===== config.mk =====
export PLATFORM = sky130hd
export DESIGN_NAME = cond_unit
export DESIGN_NICKNAME = d
export VERILOG_FILES = /design/src/rtl/cond_unit.sv
export SDC_FILE = /design/constraint.sdc
export NUM_CORES = 1
export LEC_CHECK = 0
export ABC_AREA = 1
export CAP_MARGIN = 20
export CORE_AREA = 3 3 40 42
export CTS_CLUSTER_SIZE = 40
export DETAILED_ROUTE_END_ITERATION = 10
export DIE_AREA = 0 0 43 45
export GPL_TIMING_DRIVEN = 0
export PLACE_DENSITY = 0.67
export SYNTH_ARGS = -nofsm -noshare
export SYNTH_HDL_FRONTEND = slang
export SYNTH_SLANG_ARGS = --single-unit

===== constraint.sdc =====
create_clock -name clk -period 1.3 [get_ports clk]
set_input_delay 0.13 -clock clk [delete_from_list [all_inputs] [get_ports clk]]
set_output_delay 0.13 -clock clk [all_outputs]
set_load 0.005 [all_outputs]

===== src/rtl/cond_unit.sv =====
// cond_unit: NZCV flag register, per-instruction condition latch and write-strobe gating.
// Optional macro COND_STATS_EN adds saturating executed/skipped instruction counters.
module cond_unit #(
    parameter int unsigned CNT_W     = 16,
    parameter logic [3:0]  FLAGS_RST = 4'b0000
) (
    input  logic             clk,
    input  logic             reset,
    input  logic [3:0]       Cond,
    input  logic [3:0]       ALUFlags,
    input  logic [1:0]       FlagW,
    input  logic             CondLatch,
    input  logic             PCS,
    input  logic             NextPC,
    input  logic             RegW,
    input  logic             MemW,
    output logic [3:0]       Flags,
    output logic             CondEx,
    output logic             PCWrite,
    output logic             RegWrite,
    output logic             MemWrite
`ifdef COND_STATS_EN
    ,
    output logic [CNT_W-1:0] ExecCnt,
    output logic [CNT_W-1:0] SkipCnt
`endif
);

    function automatic logic cond_eval(input logic [3:0] cond, input logic [3:0] nzcv);
        logic n, z, c, v;
        logic res;
        {n, z, c, v} = nzcv;
        case (cond)
            4'h0:    res = z;
            4'h1:    res = ~z;
            4'h2:    res = c;
            4'h3:    res = ~c;
            4'h4:    res = n;
            4'h5:    res = ~n;
            4'h6:    res = v;
            4'h7:    res = ~v;
            4'h8:    res = c & ~z;
            4'h9:    res = ~c | z;
            4'hA:    res = (n == v);
            4'hB:    res = (n != v);
            4'hC:    res = ~z & (n == v);
            4'hD:    res = z | (n != v);
            default: res = 1'b1;
        endcase
        return res;
    endfunction

    logic [3:0] r_flags;
    logic       r_cond_ex;
    logic       w_cond_pass;

    // Condition is judged against the registered flags, never the live ALU flags
    always_comb begin
        w_cond_pass = cond_eval(Cond, r_flags);
    end

    // Condition latch and NZCV register; flag writes are qualified by the held CondEx
    always_ff @(posedge clk) begin
        if (reset) begin
            r_flags   <= FLAGS_RST;
            r_cond_ex <= 1'b0;
        end else begin
            if (CondLatch) begin
                r_cond_ex <= w_cond_pass;
            end
            if (FlagW[1] && r_cond_ex) begin
                r_flags[3:2] <= ALUFlags[3:2];
            end
            if (FlagW[0] && r_cond_ex) begin
                r_flags[1:0] <= ALUFlags[1:0];
            end
        end
    end

    assign Flags    = r_flags;
    assign CondEx   = r_cond_ex;
    assign PCWrite  = NextPC | (PCS & r_cond_ex);
    assign RegWrite = RegW & r_cond_ex;
    assign MemWrite = MemW & r_cond_ex;

`ifdef COND_STATS_EN
    localparam logic [CNT_W-1:0] CNT_MAX = {CNT_W{1'b1}};
    localparam logic [CNT_W-1:0] CNT_ONE = {{(CNT_W-1){1'b0}}, 1'b1};

    logic [CNT_W-1:0] r_exec_cnt;
    logic [CNT_W-1:0] r_skip_cnt;

    // One counter steps per latch; both stick at all-ones instead of wrapping
    always_ff @(posedge clk) begin
        if (reset) begin
            r_exec_cnt <= {CNT_W{1'b0}};
            r_skip_cnt <= {CNT_W{1'b0}};
        end else if (CondLatch) begin
            if (w_cond_pass) begin
                if (r_exec_cnt != CNT_MAX) begin
                    r_exec_cnt <= r_exec_cnt + CNT_ONE;
                end
            end else begin
                if (r_skip_cnt != CNT_MAX) begin
                    r_skip_cnt <= r_skip_cnt + CNT_ONE;
                end
            end
        end
    end

    assign ExecCnt = r_exec_cnt;
    assign SkipCnt = r_skip_cnt;
`else
    logic [CNT_W-1:0] w_unused_cnt;
    assign w_unused_cnt = {CNT_W{1'b0}};
`endif

endmodule

# Word level (Yosys, flattened, before mapping)
# Index checks and enable logic that the tools add are counted.
# W data, S select, Z words.
# totals
reg_bits	5
latchBits	0
ramBits	0
mem_bits_ro	0
input_bits	17
out_inout_bits	8
word_cells	34
mem_count	0
# op_classes
addsub	0
mul	0
n_div	0
magnitude_cmp	0
eq_ne	15
shifts	0
mux	1
bitwise_logic	12
reduce_logical	3
# ops
cell	n
$eq A4 B4 Y1 const B	6
$eq A4 B3 Y1 const B	4
$pmux W1 S14	1
$eq A4 B2 Y1 const B	2
$and A1 B1 Y1	5
$eq A4 B1 Y1 const B	1
$logic_not A4 Y1	1
$not A1 Y1	4
$or A1 B1 Y1	3
$logic_and A1 B1 Y1	2
$eq A1 B1 Y1	1
$ne A1 B1 Y1	1

# Depth between registers and ports, before layout
# Gate-level depths: netlist (run 1).
# depth
ltp_word	3
depth_mapped	8
mapped_depth_nobuf	8

# Worst setup path before layout (run 1)
# No wires, ideal clock.
# synth_path
kind	reg-to-reg
from	reg r_flags[0] (netlist: Flags[0])
to	reg r_cond_ex (netlist: CondEx)
setup_ns	0.117
arrival_time_ns	0.858
t_required_ns	1.183
path_slack_ns	0.325
path_stages_with_launch	8
path_buffers	0
synth_period_minus_slack_ns	0.975
cell_sequence	dfxtp_1 -> inv_1 -> nand2_1 -> nand3_1 -> nand2_1 -> nand3_2 -> nor2_1 -> nor2_1
# synth_between
elab_chain_cells	3
elab_cells_between_ends	6
classes_between	eq/ne (2); mux (1); bitwise (3)
# synth_lines
element	line_no	source
start: declaration	53	logic [3:0] r_flags;
start signal: assignment	75	r_flags[1:0] <= ALUFlags[1:0];
$ne A1 B1 Y1 or $eq A1 B1 Y1 (tied branches)	-	
$or A1 B1 Y1 or $and A1 B1 Y1 (tied branches)	47, 46	
$pmux W1 S14 (*)	33	case (cond)
end signal: assignment	69	r_cond_ex <= w_cond_pass;
end: declaration	54	logic r_cond_ex;
# Mark *: on every way between the ends. The rest lies on a longest branch, timed or not.
# A chain may end at the register's enable or synchronous reset.

# Worst setup path after layout (run 1)
# layout_path
from	reg r_flags[1] (netlist: Flags[1])
to	out Flags[1]
# layout_rtl
element	line_no	source
end: declaration	17	output logic [3:0] Flags,
# No word-level cell between the ends.

==> metrics.txt, run 1 <==
status finished clean; ANT cells 0; Slowest-stage cell, CP clkdlybuf4s50_1; NumNets Final 119; Hold Crit Class reg2reg; Max stage delay on crit path 0.52 ns; hold slack 0.485 ns; post-route cell area 693 um2; leakage 0.347 nW; routing usage on met1 13.7%; Worst Skew 0.00390 ns; routed vias/inst 4.48; GR peak layer met2; total grt overflow 0; Longest Clk Path Bufs 2; Worst-Skew Late Latency 0.24 ns; Worst VDD drop 0.490 mV; Worst Path Required 1.17 ns; slew margin rel. 83.3%; CTS tree yes; largest net degree at the start of global routing 8; Seq/Total Area, Yosys 25.3%; DRT iter0 DRCs 4; Mapped Area 395 um2; H-tree Lvls 1; power per standard cell area 750 nW/um2; met3 GRT Util 3.59%; worst path cell trace clkdlybuf4s50_1; die width 43 um; Post-route DRC 0; Design Power 0.520 mW; hold_buf cts 0; Arr. time, crit path 1.09 ns; Core Box Area 1280 um2; Routed Antenna Nets 0; total CTS buffers 3; I/O pins 25; Syn. warnings 0; Sum Neg Setup Slack 0 ns; max_cap viols 0; fin crit share 94.0%; Post-Synthesis Cells 72; WL/cell 8.86 um; worst-path maximum fanout 3; Reg clk slew, reported paths 0.04 ns; Seq cells post-synth 5; Sink Count 5; fin crit period 1.22 ns; post-synth net total 89; RSZ-0062 raised after global routing false; first-pass GRT wire length 1750 um; CTS root buffer clkbuf_4; placer congestion estimate 0.776; syn avg cell area 5.49 um2; DR pass1 iterations 4; vias in the first global route 463; final wirelength 1030 um; Final Hold Violating Endpoints 0; die span in y 45 um; Global Route Usage Sum 11.8%; number of fillers in the final layout 139; Vias 520; max-slew violations 0; dpl hpwl 864 um; DIE AREA 1940 um2; Worst setup SP type flip-flop; met2 global-route usage 20.1%; Starting Density 30.8%; area grow syn2layout 75.3%; row cnt 13; setup violators final 0; initial antenna violation count 0; Worst Tran Pin Value 0.250 ns; CP Buf/Inv Count 1; input/output buffers 24; post-place instance area 654 um2; layout cells sized above 1 10.9%; crit path kind reg2out; CP delay by family, top buffers and inverters; Max Fclk 819 MHz; Setup crit end kind primary output; Yosys cell types 13
## routing by layer
metal  vias up  part of all wire [%]
li1        284                     -
met4         0                  0.78
met5         -                     0
met3         2                   8.3
met2        18                    46
met1       216                    45
## logic make-up after synthesis
| group | count (synthesis) | synth area share (%) |
|---|---|---|
| and+or+nand+nor | 41 | 45.3 |
| AOI/OAI and AO/OA | 13 | 17.1 |
| buffers and inverters | 13 | 12.3 |
| DFF | 5 | 25.3 |
## cell type report
class	count	area, um2	area share, %
multi-input cells	54	246	35.6
repair buffers	25	246	35.6
flip-flops and latches	5	106	15.3
inverters	13	48.8	7.04
clock buffers	4	26.3	3.79
well taps	15	18.8	2.71
## cells in the final DEF (no fill, tap or decap), drive strengths merged
| cell type | instances |
|---|---|
| a21o | 1 |
| a21oi | 6 |
| buf | 1 |
| clkbuf | 4 |
| clkdlybuf4s50 | 20 |
| clkinv | 1 |
| dfxtp | 5 |
| dlygate4sd2 | 3 |
| dlymetal6s2s | 1 |
| inv | 12 |
| nand2 | 23 |
| nand3 | 9 |
| nor2 | 8 |
| nor3 | 1 |
| o21ai | 6 |
## stage by stage
step	utilization (%)	instances	setup WS [ns]
2_1_floorplan	-	72	0.325
3_3_place_gp	50.9	111	-0.0988
3_5_place_dp	50.9	111	-0.113
4_1_cts	53.6	116	0.0297
5_1_grt	53.9	116	0.0224
6_report	53.9	116	0.0784
## worst paths after layout
path                         startpoint                     to  slack (ns)  cells past startpoint
hold reg to reg   Flags[3]$_SDFFE_PP0P_  Flags[3]$_SDFFE_PP0P_        0.48                      2
setup / recovery  Flags[1]$_SDFFE_PP0P_               Flags[1]        0.08                      1
hold / removal    Flags[3]$_SDFFE_PP0P_  Flags[3]$_SDFFE_PP0P_        0.48                      2
setup reg to reg  Flags[0]$_SDFFE_PP0P_    CondEx$_SDFFE_PP0P_        0.25                      7
## flip-flops by register name, summed over array words and instances (netlist names)
name and flops:
Flags 4, CondEx 1
## power by group
part	internal, mW	total [mW]	switching [mW]
Combinational	0.0976	0.168	0.0708
Sequential	0.166	0.176	0.0104
Clock	0.116	0.175	0.0593
Total	0.379	0.520	0.140
## Yosys cell counts (all sizes together)
cell type   n  area, um2
nand2      23       88.8
a21o        1       7.51
clkinv      1       3.75
dfxtp       5        100
nor2        8       30.0
nor3        1       5.00
o21ai       6       30.0
inv        12       45.0
nand3       9       55.1
a21oi       6       30.0
## timing repair
item	in CTS	in global routing
setup endpoints to repair	4	3
cloned	0	0
buffers inserted	1	0
endpoints found under the hold margin	0	0
resized for setup	5	3
Note: power is estimated with default switching activity, not from simulation.
==> run 2: changes to the inputs <==
--- a/config.mk
+++ b/config.mk
@@ -11,7 +11,6 @@
 export CTS_CLUSTER_SIZE = 40
 export DETAILED_ROUTE_END_ITERATION = 10
 export DIE_AREA = 0 0 43 45
-export GPL_TIMING_DRIVEN = 0
 export PLACE_DENSITY = 0.67
 export SYNTH_ARGS = -nofsm -noshare
 export SYNTH_HDL_FRONTEND = slang
==> run 2 against run 1 <==
Total power increased by 3.9%. Routed wire length increased by 6.3%. Via count increased by 1.5%. Final cell count increased by 4.3%. Sequential power about the same. Die area unchanged. Clock-buffer cell count unchanged. Fmax decreased by 1.9%. Register-to-register slack about the same. Highest routed layer unchanged.
==> metrics.txt, run 2 (same netlist as run 1, synthesis figures left out) <==
crit path kind reg2out; Setup WS post-layout 0.0544 ns (-0.0240 ns); commonest non-fill, non-tap cells in the layout nand2_1, clkdlybuf4s50_1, inv_1; Reg clk slew, reported paths 0.05 ns (about the same); Global Route Usage Sum 11.7% (-0.16 points); CP Buf/Inv Count 1 (unchanged); HP Start Flags[3]$_SDFFE_PP0P_; largest net degree at the start of global routing 8 (unchanged); Setup crit end kind primary output; DR pass1 iterations 4 (unchanged); Worst-Skew Late Latency 0.24 ns (about the same); die span in y 45 um (unchanged); row cnt 13 (unchanged); Worst Path Required 1.17 ns (about the same); Hold Path Sink Flags[3]$_SDFFE_PP0P_; Routed Antenna Nets 0 (unchanged); fin crit share 95.8% (+1.8 points); Placed Cells 114 (+2.7%); CTS tree yes; total grt overflow 0 (unchanged); Sink Count 5 (unchanged); WL/cell 9.03 um (+1.9%); Sum Neg Setup Slack 0 ns (unchanged); hold_buf cts 0 (unchanged); Design Power 0.540 mW (+3.9%); max_cap viols 0 (unchanged); CP delay by family, top buffers and inverters; critical path depth 1 (unchanged); placer congestion estimate 0.785 (+1.1%); max-slew violations 0 (unchanged); Hold Crit Depth 2 (unchanged); RSZ-0062 raised after global routing false; Worst Tran Pin Value 0.245 ns (-0.00524 ns); FF-to-FF Start Flags[0]$_SDFFE_PP0P_; Cell Count, Final, Fillers Out 121 (+4.3%); status finished clean; Max stage delay on crit path 0.51 ns (about the same); layout cells sized above 1 15.1% (+4.2 points); Post-route DRC 0 (unchanged); leakage 0.367 nW (+5.8%); Worst Reg-to-Reg Cells 7 (unchanged); number of fillers in the final layout 124 (-11%); max reg flops 4 (unchanged); DIE AREA 1940 um2 (unchanged); DRT iter0 DRCs 5 (+1); Hold Crit Class reg2reg; most common cell after layout, fill and taps aside nand2_1; slew margin rel. 83.6% (+0.35 points); area grow syn2layout 85.1%; Worst setup SP type flip-flop; final wirelength 1090 um (+6.3%); power per standard cell area 738 nW/um2 (-1.6%); Final Hold Violating Endpoints 0 (unchanged); worst-path maximum fanout 4 (+1); DP Worst Slack -0.0926 ns (+0.0203 ns); setup violators final 0 (unchanged); total CTS buffers 3 (unchanged); Starting Density 30.8% (unchanged); H-tree Lvls 1 (unchanged); Arr. time, crit path 1.12 ns (+0.03 ns); fin crit period 1.25 ns (+0.0240 ns); I/O pins 25 (unchanged); Longest Clk Path Bufs 2 (unchanged); Vias 528 (+1.5%); Worst VDD drop 0.450 mV (-8.3%); ANT cells 0 (unchanged); R2R Setup Slk 0.25 ns (about the same); initial antenna violation count 0 (unchanged); NumNets Final 124 (+4.2%); CTS root buffer clkbuf_4; first-pass GRT wire length 1710 um (-1.9%); routed vias/inst 4.36 (-2.7%); Slowest-stage cell, CP clkdlybuf4s50_1; Core Box Area 1280 um2 (unchanged); Max Fclk 803 MHz (-1.9%); dpl hpwl 906 um (+4.9%); final core utilization 57.0% (+3.0 points); die width 43 um (unchanged); vias in the first global route 454 (-1.9%); Worst Skew 0.00415 ns (+0.000246 ns); FF-to-FF End CondEx$_SDFFE_PP0P_; input/output buffers 24 (unchanged); worst path cell trace clkdlybuf4s50_1
run 2: what timing repair did:
action / in CTS / in global routing
gates resized for setup: 4 / 3
setup buffers: 3 / 0
cloned: 0 / 0
endpoints found under the setup margin: 4 / 3
run 2: stage by stage:
stage	hold WS [ns]	instance area (um2)
CTS	0.502	727
finish	0.488	732
global route	0.531	732
detailed placement	0.496	677
global placement	0.493	677
floorplan	0.297	395
run 2: power breakdown:
group          internal, mW  switching, mW
combinational         0.111         0.0743
sequential            0.166         0.0107
clock                 0.116         0.0626
total                 0.392          0.148
run 2: worst min-delay path, cell delays in order, from the launching register on:
cell	delay, ns
dfxtp_2	0.33
inv_1	0.06
a21oi_1	0.06
run 2: how the worst max path moves through the flow:
stage	start	end	slack [ns]
2_1_floorplan	Flags[0]$_SDFFE_PP0P_	CondEx$_SDFFE_PP0P_	0.33
3_3_place_gp	Cond[1]	CondEx$_SDFFE_PP0P_	-0.06
3_5_place_dp	Cond[1]	CondEx$_SDFFE_PP0P_	-0.09
4_1_cts	CondEx$_SDFFE_PP0P_	RegWrite	0.001
5_1_grt	Flags[0]$_SDFFE_PP0P_	Flags[0]	0.0007
6_report	Flags[0]$_SDFFE_PP0P_	Flags[0]	0.05
run 2: cell type report:
type                    count  area [um2]  share of cell area (%)
clock buffers               4        26.3                    3.59
inverters                  13        48.8                    6.67
multi-input cells          54         246                    33.7
flip-flops and latches      5         106                    14.5
well taps                  15        18.8                    2.56
repair buffers             30         285                    39.0
run 2: layer usage:
layer  track usage [%]  part of all wire, %  routed length (um)  vias to the layer above
met5                 0                    0                   0                        -
met4              5.42                 0.55                   6                        0
met3              3.19                  7.7                  84                        2
met2              19.5                   47                 509                       18
met1              14.0                   45                 493                      212
li1                  -                    -                   -                      296
==> run 3: changes to the inputs <==
--- a/config.mk
+++ b/config.mk
@@ -11,7 +11,7 @@
 export CTS_CLUSTER_SIZE = 40
 export DETAILED_ROUTE_END_ITERATION = 10
 export DIE_AREA = 0 0 43 45
-export PLACE_DENSITY = 0.67
+export PLACE_DENSITY = 0.7
 export SYNTH_ARGS = -nofsm -noshare
 export SYNTH_HDL_FRONTEND = slang
 export SYNTH_SLANG_ARGS = --single-unit
==> constraint.sdc (replaced) <==
create_clock -name clk -period 1.1 [get_ports clk]
set_input_delay 0.11 -clock clk [delete_from_list [all_inputs] [get_ports clk]]
set_output_delay 0.11 -clock clk [all_outputs]
set_load 0.005 [all_outputs]
==> run 3 against run 2 <==
Sequential power rose by 19%. Global-route usage stayed put. Clock skew decreased by 0.0037 ns. Clock-buffer cell count unchanged. Routed wire length grew 1.5%. Utilization down 0.78 points. Die area stayed put. Non-clock buffer count shrank 1. Sequential cell count unchanged. Worst hold slack worse by 0.046 ns. Register-to-register slack got worse by 0.15 ns. Clock power grew 12%. Largest cell class unchanged. Largest power group is now registers.
==> metrics.txt, run 3 (same netlist as run 1, synthesis figures left out) <==
status finished clean; Final Hold Violating Endpoints 0 (unchanged); number of fillers in the final layout 126 (+1.6%); fin crit share 96.5%; max-slew violations 0 (unchanged); Hold Crit Depth 6 (+4); Arr. time, crit path 0.95 ns (-0.17 ns); Setup crit end kind primary output; CTS root buffer clkbuf_4; Worst Path Required 0.99 ns (-0.18 ns); layout cells sized above 1 21.0% (+5.9 points); routed vias/inst 4.69 (+7.5%); NumNets Final 123 (-0.81%); hold_buf cts 0 (unchanged); DR pass1 iterations 4 (unchanged); dpl hpwl 915 um (+0.93%); vias in the first global route 467 (+2.9%); Vias 563 (+6.6%); Worst Tran Pin Value 0.250 ns (+0.00464 ns); total grt overflow 0 (unchanged); I/O pins 25 (unchanged); crit path kind reg2out; Starting Density 30.8% (unchanged); fin crit period 1.06 ns; Worst Reg-to-Reg Cells 7 (unchanged); Post-route DRC 0 (unchanged); input/output buffers 24 (unchanged); power per standard cell area 856 nW/um2 (+16%); max reg flops 4 (unchanged); Reg clk slew, reported paths 0.04 ns (about the same); die width 43 um (unchanged); die span in y 45 um (unchanged); initial antenna violation count 0 (unchanged); Worst Skew 0.000491 ns (-0.00365 ns); commonest non-fill, non-tap cells in the layout nand2_1, clkdlybuf4s50_1, inv_1; Worst-Skew Late Latency 0.23 ns (about the same); Max Fclk 943 MHz; CTS tree yes; row cnt 13 (unchanged); Worst setup SP type flip-flop; H-tree Lvls 1 (unchanged); Global Route Usage Sum 11.7% (unchanged); WL/cell 9.24 um (+2.3%); Core Box Area 1280 um2 (unchanged); area grow syn2layout 82.6%; slew margin rel. 83.3% (-0.26 points); ANT cells 0 (unchanged); Sink Count 5 (unchanged); DIE AREA 1940 um2 (unchanged); largest net degree at the start of global routing 8 (unchanged); setup violators final 0 (unchanged); leakage 0.398 nW (+8.4%); worst-path maximum fanout 4 (unchanged); first-pass GRT wire length 1740 um (+1.6%); DRT iter0 DRCs 8 (+3); Routed Antenna Nets 0 (unchanged); placer congestion estimate 0.809 (+3.1%); RSZ-0062 raised after global routing false; max_cap viols 0 (unchanged); total CTS buffers 3 (unchanged); Worst VDD drop 0.589 mV (+31%); Longest Clk Path Bufs 2 (unchanged); most common cell after layout, fill and taps aside nand2_1; Design Power 0.618 mW (+14%); Hold Crit Class in2reg; Sum Neg Setup Slack 0 ns (unchanged); final wirelength 1110 um (+1.5%)
[run 3: cell count changes in the layout (fill, tap and decap cells not counted), moves of 2 or more]
cell,previous run,this run
inv_1,11,9
dlygate4sd2_1,2,8
dlymetal6s2s_1,1,3
clkdlybuf4s50_1,21,12
nand2_1,22,20
nand2_2,1,3
dfxtp_1,2,0
inv_2,1,3
dfxtp_2,2,5
[run 3: final timing paths]
path | startpoint | to | slack, ns
worst max register to register | Flags[0]$_SDFFE_PP0P_ | CondEx$_SDFFE_PP0P_ | 0.10
worst min-delay path | Cond[0] | CondEx$_SDFFE_PP0P_ | 0.44
worst max-delay path | CondEx$_SDFFE_PP0P_ | PCWrite | 0.04
worst min register to register | Flags[3]$_SDFFE_PP0P_ | Flags[3]$_SDFFE_PP0P_ | 0.48
[run 3: area by class of cell]
type / instances / area [um2] / share of cell area (%)
Timing Repair Buffer: 29 / 270 / 37.4
Multi-Input combinational cell: 54 / 251 / 34.8
Sequential cell: 5 / 106 / 14.7
Inverter: 13 / 48.8 / 6.76
Clock buffer: 4 / 26.3 / 3.64
Tap cell: 15 / 18.8 / 2.60
[run 3: stage by stage]
stage	utilization, %	cells	hold slack, ns	setup WS, ns	instance area (um2)
floorplan	-	72	0.277	0.125	395
global placement	53.3	115	0.492	-0.242	684
detailed placement	53.3	115	0.493	-0.274	684
CTS	55.1	120	0.483	0.0273	708
global route	56.2	120	0.503	0.00118	722
finish	56.2	120	0.443	0.0390	722
[run 3: what timing repair did]
item | CTS | global route
pin swaps | 0 | 1
setup endpoints to repair | 9 | 1
setup buffers | 1 | 0
gates resized for setup | 16 | 8
[run 3: where the power goes]
group	switching, mW	internal [mW]
Sequential	0.0124	0.198
Combinational	0.0907	0.116
Clock	0.0649	0.136
Total	0.168	0.450
[run 3: per-layer routing]
metal / track usage, % / vias to the layer above / routed length, um / share of wire (%)
met4: 5.42 / 0 / 20 / 1.8
met2: 19.2 / 34 / 507 / 46
li1: - / 295 / - / -
met3: 3.19 / 6 / 93 / 8.4
met5: 0 / - / 0 / 0
met1: 14.2 / 228 / 488 / 44
[run 3: worst max-delay path: stages (launching register included)]
cell and delay (ns):
dfxtp_2 0.32, buf_4 0.13, a21o_1 0.14, buf_2 0.12
